### config.mk
export PLATFORM = sky130hd
export DESIGN_NAME = down_count_monitor
export DESIGN_NICKNAME = d
export VERILOG_FILES = /design/src/rtl/down_count_monitor.sv
export SDC_FILE = /design/constraint.sdc
export NUM_CORES = 1
export LEC_CHECK = 0
export CAP_MARGIN = 15
export CORE_MARGIN = 2
export CORE_UTILIZATION = 65
export CTS_CLUSTER_SIZE = 40
export DETAILED_ROUTE_END_ITERATION = 10
export DONT_BUFFER_PORTS = 1
export PLACE_DENSITY = 0.87
export SLEW_MARGIN = 20
export SYNTH_ARGS = -nofsm -noshare
export SYNTH_HDL_FRONTEND = slang
export SYNTH_SLANG_ARGS = --single-unit
export TNS_END_PERCENT = 5
### constraint.sdc
create_clock -name clk -period 4.4 [get_ports clk]
set_input_delay 0 -clock clk [delete_from_list [all_inputs] [get_ports clk]]
set_output_delay 0 -clock clk [all_outputs]
set_load 0.03 [all_outputs]
### src/rtl/down_count_monitor.sv
// Checks that a 4-bit down counter steps by -1 mod 16; reports lock, wraps and faults.
// Latency: all outputs registered, valid one cycle after the sampling edge.
// Backpressure: none; count_valid low freezes all state (wrap_pulse drops).
// Optional build macro DCM_AUTO_RESYNC_EN: FAULT re-acquires lock on its own.
module down_count_monitor #(
  parameter int WRAP_W = 8,
  parameter int ERR_W  = 4,
  parameter int LOCK_N = 2
) (
  input  logic              clk,
  input  logic              rst,
  input  logic [3:0]        count_in,
  input  logic              count_valid,
  input  logic              clear_err,
  output logic              locked,
  output logic              seq_err,
  output logic              wrap_pulse,
  output logic [WRAP_W-1:0] wrap_count,
  output logic [ERR_W-1:0]  err_count
);

  typedef enum logic [1:0] {
    ACQUIRE = 2'd0,
    LOCKED  = 2'd1,
    FAULT   = 2'd2
  } state_t;

  localparam logic [2:0]        LOCK_V  = 3'(LOCK_N);
  localparam logic [ERR_W-1:0]  ERR_MAX = '1;

  state_t            state, state_n;
  logic [3:0]        prev, prev_n;
  logic              prev_valid, prev_valid_n;
  logic [2:0]        run, run_n;
  logic              seq_err_n;
  logic              wrap_pulse_n;
  logic [WRAP_W-1:0] wrap_count_n;
  logic [ERR_W-1:0]  err_count_n;

  logic [3:0]        expected;
  logic              good;
  logic              is_wrap;
  logic [2:0]        run_inc;

  assign expected = prev - 4'd1;
  assign good     = prev_valid && (count_in == expected);
  assign is_wrap  = (prev == 4'd0) && (count_in == 4'hF);
  assign run_inc  = run + 3'd1;
  assign locked   = (state == LOCKED);

  // State and counter registers; reset returns everything to idle at once.
  always_ff @(posedge clk or negedge rst) begin
    if (!rst) begin
      state      <= ACQUIRE;
      prev       <= 4'd0;
      prev_valid <= 1'b0;
      run        <= 3'd0;
      seq_err    <= 1'b0;
      wrap_pulse <= 1'b0;
      wrap_count <= '0;
      err_count  <= '0;
    end else begin
      state      <= state_n;
      prev       <= prev_n;
      prev_valid <= prev_valid_n;
      run        <= run_n;
      seq_err    <= seq_err_n;
      wrap_pulse <= wrap_pulse_n;
      wrap_count <= wrap_count_n;
      err_count  <= err_count_n;
    end
  end

  // Next-state logic: only a sample event moves anything except wrap_pulse.
  always_comb begin
    state_n      = state;
    prev_n       = prev;
    prev_valid_n = prev_valid;
    run_n        = run;
    seq_err_n    = seq_err;
    wrap_pulse_n = 1'b0;
    wrap_count_n = wrap_count;
    err_count_n  = err_count;

    if (count_valid) begin
      prev_n       = count_in;
      prev_valid_n = 1'b1;

`ifdef DCM_AUTO_RESYNC_EN
      // Clear only drops the flag; re-acquisition is automatic.
      if (clear_err) begin
        seq_err_n = 1'b0;
      end
`endif

      case (state)
        ACQUIRE: begin
          if (good) begin
            if (run_inc >= LOCK_V) begin
              state_n = LOCKED;
              run_n   = 3'd0;
            end else begin
              run_n = run_inc;
            end
          end else begin
            run_n = 3'd0;
          end
        end

        LOCKED: begin
          if (good) begin
            if (is_wrap) begin
              wrap_pulse_n = 1'b1;
              wrap_count_n = wrap_count + WRAP_W'(1);
            end
          end else begin
            state_n   = FAULT;
            seq_err_n = 1'b1;
            run_n     = 3'd0;
            if (err_count != ERR_MAX) begin
              err_count_n = err_count + ERR_W'(1);
            end
          end
        end

        FAULT: begin
`ifdef DCM_AUTO_RESYNC_EN
          // Same run-count procedure as ACQUIRE; seq_err stays sticky.
          if (good) begin
            if (run_inc >= LOCK_V) begin
              state_n = LOCKED;
              run_n   = 3'd0;
            end else begin
              run_n = run_inc;
            end
          end else begin
            run_n = 3'd0;
          end
`else
          // Clear wins over any run progress on the same sample; prev still updates.
          if (clear_err) begin
            state_n   = ACQUIRE;
            seq_err_n = 1'b0;
            run_n     = 3'd0;
          end
`endif
        end

        default: begin
          state_n = ACQUIRE;
          run_n   = 3'd0;
        end
      endcase
    end
  end

endmodule

==> results.json, run 1 <==
{
  "hp-class": "input port to flop",
  "synth_warnings": 0,
  "final_layout_size_suffix_gt1_frac": 0.161,
  "worstSetupEndpointType": "flop",
  "drcViolationCount": 0,
  "synth_edf_count": 0,
  "fin_crit_ps": 2270,
  "start_util": 0.705,
  "final_common_cell": "dfrtp_1",
  "clock.fmax_ghz": 0.440,
  "wl_per_cell_um": 15.9,
  "cts_buffer_depth": 2,
  "dp_hpwl_um": 1640,
  "grt_remaining_overflow": 0,
  "grt_max_degree": 25,
  "ys_seq_elements": 24,
  "ys.flop_type": "dfrtp_1",
  "slew_violations": 0,
  "grt_pass1_vias": 809,
  "max-vdd-ir-drop_mv": 0.285,
  "die_w_um": 47.7,
  "status": "complete, no violations",
  "place_congestion": 0.789,
  "nets": 133,
  "period_share": 0.517,
  "syn_inst": 109,
  "coreArea_sq_mm": 0.00176,
  "dieArea_sq_mm": 0.00228,
  "wirelength_um": 2270,
  "max_slew_margin": 0.568,
  "synth_top_area_share": 0.483,
  "critPathMaxFanout": 7,
  "p_per_area_mw_per_mm2": 374,
  "postCtsSetupBuffers": 0,
  "area_delta_synth_final_pct": 9.86,
  "ios": 23,
  "worstMarginPinSlew_ps": 646,
  "crit_arrival_ps": 2480,
  "die_height_um": 47.7,
  "core.rowCount": 15,
  "syn-num-nets": 123,
  "root_buffer": "clkbuf_4",
  "drt-pass1-iter-count": 5,
  "drtIter0Drc": 13,
  "final_antenna_net_count": 0,
  "synthDistinctLibCells": 35,
  "setup_viol": 0,
  "cts_hold_buf": 7,
  "async_flop_share": 1.00,
  "rrSetupSlack_ps": 2130,
  "clock_latency_ps": 320,
  "ys_seq_area_frac": 0.483,
  "hold_violations": 0,
  "crit_type": "flop to flop",
  "synth_largest_area_cell": "dfrtp_1",
  "critPathRequiredTime_ps": 4610,
  "cellLeakagePower_nw": 0.629,
  "final_cell_mix": "dfrtp_1 (24), xnor2_1 (9), nand2_1 (7), dlygate4sd3_1 (7)",
  "antenna_cells": 0,
  "grt_usage": 0.233,
  "synthTopCellsByArea": "dfrtp_1 (48%), xnor2_1 (6.3%), ha_1 (6.0%)",
  "tritoncts": "done",
  "port_buffers": 0,
  "post-place-cells": 131,
  "cp-start-kind": "flop",
  "clock-skew-final_ps": 9.18,
  "num_vias": 863,
  "netlist_area_sq_mm": 0.00124,
  "drv_cap": 0,
  "cts.sinks": 24,
  "final.setup.tns_ps": 0,
  "post_cts_resized": 0,
  "grt_pass1_wl_um": 3640,
  "rsz0062_at_grt": "no",
  "fill_cells": 117,
  "htreeDepth": 1,
  "clk_pin_slew_worst_paths_ps": 130,
  "cts_buffers": 3,
  "routed_via_density": 6.03,
  "grt_antenna_before_repair": 0,
  "synth.avg_cell_area_sq_um": 11.4,
  "fin_cells": 143
}
-- cell type report --
type                       count  area (sq um)  share of cell area
clock buffer                   4          36.3              0.0266
sequential                    24           601               0.440
multi-input combinational     78           608               0.445
inverter                       4          15.0              0.0110
timing repair buffer           8          75.1              0.0549
tap                           25          31.3              0.0229
-- worst max-delay path, stage by stage, from the launching register on --
cell,delay [ps]
dfrtp_1,420
inv_1,100
ha_1,310
xor2_1,150
nand3_1,160
or3_1,540
nand3_2,130
mux2_2,340
-- final timing paths --
kind / startpoint / endpoint / cells past startpoint
worst max-delay path: prev[0]$_DFFE_PN0P_ / err_count[1]$_DFFE_PN0P_ / 7
worst min-delay path: count_in[1] / wrap_count[2]$_DFFE_PN0P_ / 4
worst max register to register: prev[0]$_DFFE_PN0P_ / err_count[1]$_DFFE_PN0P_ / 7
worst min register to register: prev_valid$_DFFE_PN0P_ / prev_valid$_DFFE_PN0P_ / 1
max in group asynchronous: rst / prev[3]$_DFFE_PN0P_ / 2
min in group asynchronous: rst / err_count[0]$_DFFE_PN0P_ / 2
-- metrics by stage --
step | hold WS [ps] | utilization | setup WS [ps] | power [W] | instance area (sq um)
floorplan | -296 | - | 2320 | 0.000368 | 1240
global placement | -295 | 0.711 | 2240 | 0.000376 | 1250
detailed placement | -295 | 0.711 | 2160 | 0.000386 | 1250
CTS | 23.2 | 0.772 | 2130 | 0.000511 | 1360
global route | 44.0 | 0.774 | 2020 | 0.000537 | 1370
finish | 21.6 | 0.774 | 2130 | 0.000511 | 1370
-- cells in the mapped netlist, drive strengths merged (2+ instances only) --
master and n:
a21oi 6, a31oi 2, and3 2, buf 2
dfrtp 24, ha 6, inv 4, mux2 5
nand2 7, nand3 6, nand4 5, nor2 3
nor2b 2, nor3 4, nor4 2, o21ai 3
xnor2 11, xor2 4
-- logic make-up (layout without fill, tap and decap cells) --
kind of cell	Yosys count	after routing	share of synthesized area
and+or+nand+nor	39	39	0.205
buffers and inverters	7	16	0.0282
muxes	5	5	0.0453
AOI/OAI and AO/OA	13	13	0.0604
xor gates and xnor gates	15	15	0.118
DFF	24	24	0.483
adders and majority gates	6	6	0.0604
-- flip-flops by register name, indices dropped and copies added, names as in the netlist --
signal      cells
run             3
wrap_count      8
err_count       4
wrap_pulse      1
seq_err         1
prev_valid      1
state           2
prev            4
-- per-layer routing --
metal | global-route usage | vias up | share of wire
met5 | 0 | - | 0
met4 | 0.0703 | 0 | 0.016
met3 | 0.0528 | 6 | 0.054
met2 | 0.389 | 32 | 0.51
met1 | 0.303 | 426 | 0.42
li1 | - | 399 | -
-- where the power goes --
part,total (W),internal [W],switching [W]
Sequential,0.000297,0.000241,0.0000563
Clock,0.000117,0.0000507,0.0000663
Combinational,0.0000967,0.0000448,0.0000519
Power figures use the tool's default switching activity.
==> inputs of run 2 (changes only) <==
ABC_AREA = 1   (was default)
CORE_UTILIZATION = 55   (was 65)
PLACE_DENSITY = 0.79   (was 0.87)
clock period = 2 ns   (was 4.4 ns; I/O delays follow)
==> run 2 against run 1 <==
Count of clock-buffer cells in the layout is 1 lower. Area after synthesis is 9.0% higher. Power is 120% higher.
==> results.json, run 2 <==
{
  "netlist_top_cells_count": "nand2_1 (55), dfrtp_1 (24), inv_1 (24), nor2_1 (16), nand3_1 (14)",
  "htreeDepth": 1,
  "p_sw_frac": 0.295,
  "clock_latency_ps": 310,
  "coreArea_sq_mm": 0.00228,
  "cts_buffer_depth": 2,
  "synth_edf_count": 0,
  "crit_buf_inv": 3,
  "ys_seq_elements": 24,
  "final.setup.tns_ps": 0,
  "fin_cells": 211,
  "largest_reg_flops": 8,
  "ys_seq_area_frac": 0.443,
  "postCtsSetupBuffers": 0,
  "grt_usage": 0.230,
  "wirelength_um": 2730,
  "fin_crit_ps": 1840,
  "grt_antenna_before_repair": 0,
  "finish.utilization": 0.666,
  "hp-class": "input port to flop",
  "synth.avg_cell_area_sq_um": 7.83,
  "grt_pass1_wl_um": 4810,
  "max_slew_margin": 0.627,
  "async_flop_share": 1.00,
  "routed_via_density": 5.28,
  "synth_top_family_by_area": "simple AND/OR/NAND/NOR gates",
  "start_util": 0.595,
  "combPwrFrac": 0.145,
  "grt_pass1_vias": 1108,
  "cellLeakagePower_nw": 0.790,
  "status": "complete, no violations",
  "top_register": "wrap_count",
  "cp_cell_sequence": "inv_1 -> ha_1 -> nand2_1 -> inv_1 -> nor2_1 -> nand2_1 -> nor2_4 -> nand4_4 -> inv_2 -> nand2_1 -> nand2_1",
  "synth_compound_area_frac": 0.0563,
  "yosys.area_share.adder": 0.0554,
  "switchingPower_w": 0.000325,
  "tritoncts": "done",
  "intPower_w": 0.000777,
  "synth_largest_area_cell": "dfrtp_1",
  "synthMuxAreaShare": 0,
  "max-vdd-ir-drop_mv": 0.552,
  "p_per_area_mw_per_mm2": 728,
  "final_common_cell": "nand2_1",
  "final_cell_mix": "nand2_1 (54), dfrtp_1 (24), inv_1 (23), nor2_1 (16), nand3_1 (13)",
  "stdcell_area_sq_mm": 0.00152,
  "dieArea_sq_mm": 0.00288,
  "synth_warnings": 0,
  "clk_pin_slew_worst_paths_ps": 140,
  "power.share.sequential": 0.538,
  "critPathMaxFanout": 12,
  "syn_inst": 173,
  "yosys.area_share.simple": 0.307,
  "crit_arrival_ps": 2110,
  "die_height_um": 53.6,
  "slew_violations": 0,
  "core.rowCount": 17,
  "area_delta_synth_final_pct": 11.8,
  "hold_violations": 0,
  "hold_ws_ps": 40.0,
  "cpPeakStageDelay_ps": 400,
  "grt_remaining_overflow": 0,
  "period_share": 0.920,
  "synth_top_area_share": 0.443,
  "post-place-cells": 199,
  "largestRegisters": "wrap_count: 8 flops, err_count: 4 flops, prev: 4 flops",
  "hold_start": "count_valid",
  "cp_slowest_cell": "dfrtp_1",
  "worstMarginPinSlew_ps": 558,
  "wl_per_cell_um": 12.9,
  "syn-num-nets": 187,
  "die_w_um": 53.6,
  "port_buffers": 0,
  "num_vias": 1114,
  "nets": 198,
  "final_antenna_net_count": 0,
  "synthDistinctLibCells": 19,
  "clock.fmax_ghz": 0.544,
  "critPathRequiredTime_ps": 2270,
  "cp-start-kind": "flop",
  "worstSetupStartpoint": "prev[0]$_DFFE_PN0P_",
  "drcViolationCount": 0,
  "placed_area_sq_mm": 0.00137,
  "root_buffer": "clkbuf_4",
  "place_congestion": 0.827,
  "clockPowerShare": 0.317,
  "worstSetupEndpointType": "flop",
  "grt_max_degree": 25,
  "synthTopCellsByArea": "dfrtp_1 (44%), nand2_1 (15%), inv_1 (6.6%)",
  "setup_viol": 0,
  "synth_most_common_cell": "nand2_1",
  "timing.rr.start": "prev[0]$_DFFE_PN0P_",
  "cts.sinks": 24,
  "cts_buffers": 3,
  "antenna_cells": 0,
  "crit_type": "flop to flop",
  "ys.flop_type": "dfrtp_1",
  "synthXorXnorAreaFrac": 0.0517,
  "drt-pass1-iter-count": 4,
  "crit_family": "simple AND/OR/NAND/NOR gates",
  "netlist_area_sq_mm": 0.00136,
  "fill_cells": 194,
  "crit_top_cell": "nand2_1",
  "drv_cap": 0,
  "final_layout_size_suffix_gt1_frac": 0.0874,
  "drtIter0Drc": 29,
  "dp_hpwl_um": 1950,
  "ios": 23,
  "clock-skew-final_ps": 6.07
}
-- run 2: changes by cell type in the layout (fill, tap and decap cells not counted), sizes merged, moves of 3 or more --
| cell | before | now |
|---|---|---|
| nand2 | 7 | 56 |
| nor3 | 4 | 0 |
| inv | 4 | 24 |
| nor2 | 3 | 17 |
| nand3 | 6 | 14 |
| nand4 | 5 | 8 |
| xnor2 | 11 | 7 |
| xor2 | 4 | 1 |
| o21ai | 3 | 10 |
| a21oi | 6 | 0 |
| mux2 | 5 | 0 |
-- run 2: metal layers --
metal / global-route usage / wire [um] / share of wire / up-vias
met5: 0 / 0 / 0 / -
met2: 0.356 / 1290 / 0.47 / 32
met4: 0.0812 / 35 / 0.013 / 0
met3: 0.0778 / 162 / 0.059 / 4
li1: - / - / - / 563
met1: 0.303 / 1240 / 0.45 / 515
-- run 2: worst paths after layout --
kind | to | slack (ps) | cells after the start
setup / recovery | wrap_count[0]$_DFFE_PN0P_ | 160 | 11
hold / removal | wrap_count[6]$_DFFE_PN0P_ | 40 | 4
setup reg to reg | wrap_count[0]$_DFFE_PN0P_ | 160 | 11
hold reg to reg | prev_valid$_DFFE_PN0P_ | 490 | 1
max in group asynchronous | wrap_count[4]$_DFFE_PN0P_ | 1440 | 2
min in group asynchronous | state[0]$_DFFE_PN0P_ | 200 | 2
-- run 2: metrics by stage --
stage	total power [W]	worst slack [ps]
finish	0.00110	160
floorplan	0.000703	406
detailed placement	0.000731	78.7
global placement	0.000722	216
CTS	0.00110	13.3
global route	0.00116	-34.2
-- run 2: kinds of logic after synthesis --
kind of cell,after synthesis
flip-flops,24
XOR/XNOR,8
AND/OR/NAND/NOR,96
AO/OA/AOI/OAI,12
adder cells (fa/ha/maj),6
buffers and inverters,27
-- run 2: cell type report --
type / instances / area, sq um / share of cell area
multi-input cells: 122 / 654 / 0.432
flip-flops and latches: 24 / 601 / 0.396
clock buffers: 3 / 22.5 / 0.0149
inverters: 24 / 90.1 / 0.0595
well taps: 28 / 35.0 / 0.0231
clock inverters: 1 / 30.0 / 0.0198
repair buffers: 9 / 82.6 / 0.0545
-- run 2: worst min-delay path: stages --
cell and delay, ps:
inv_1 30, nor2_1 50, nand4_4 180, o21ai_2 60
-- run 2: power by group through the flow --
stage               Combinational, W  Clock, W  Sequential, W
finish                      0.000159  0.000350       0.000593
global route                0.000191  0.000370       0.000600
CTS                         0.000155  0.000354       0.000594
detailed placement          0.000127         0       0.000604
global placement            0.000120         0       0.000602
floorplan                   0.000111         0       0.000593
-- run 2: what timing repair did --
item                       in CTS  in global routing
hold endpoints to repair       38                 24
setup endpoints to repair       0                 12
hold buffers                    7                  1
resized for setup               0                  4
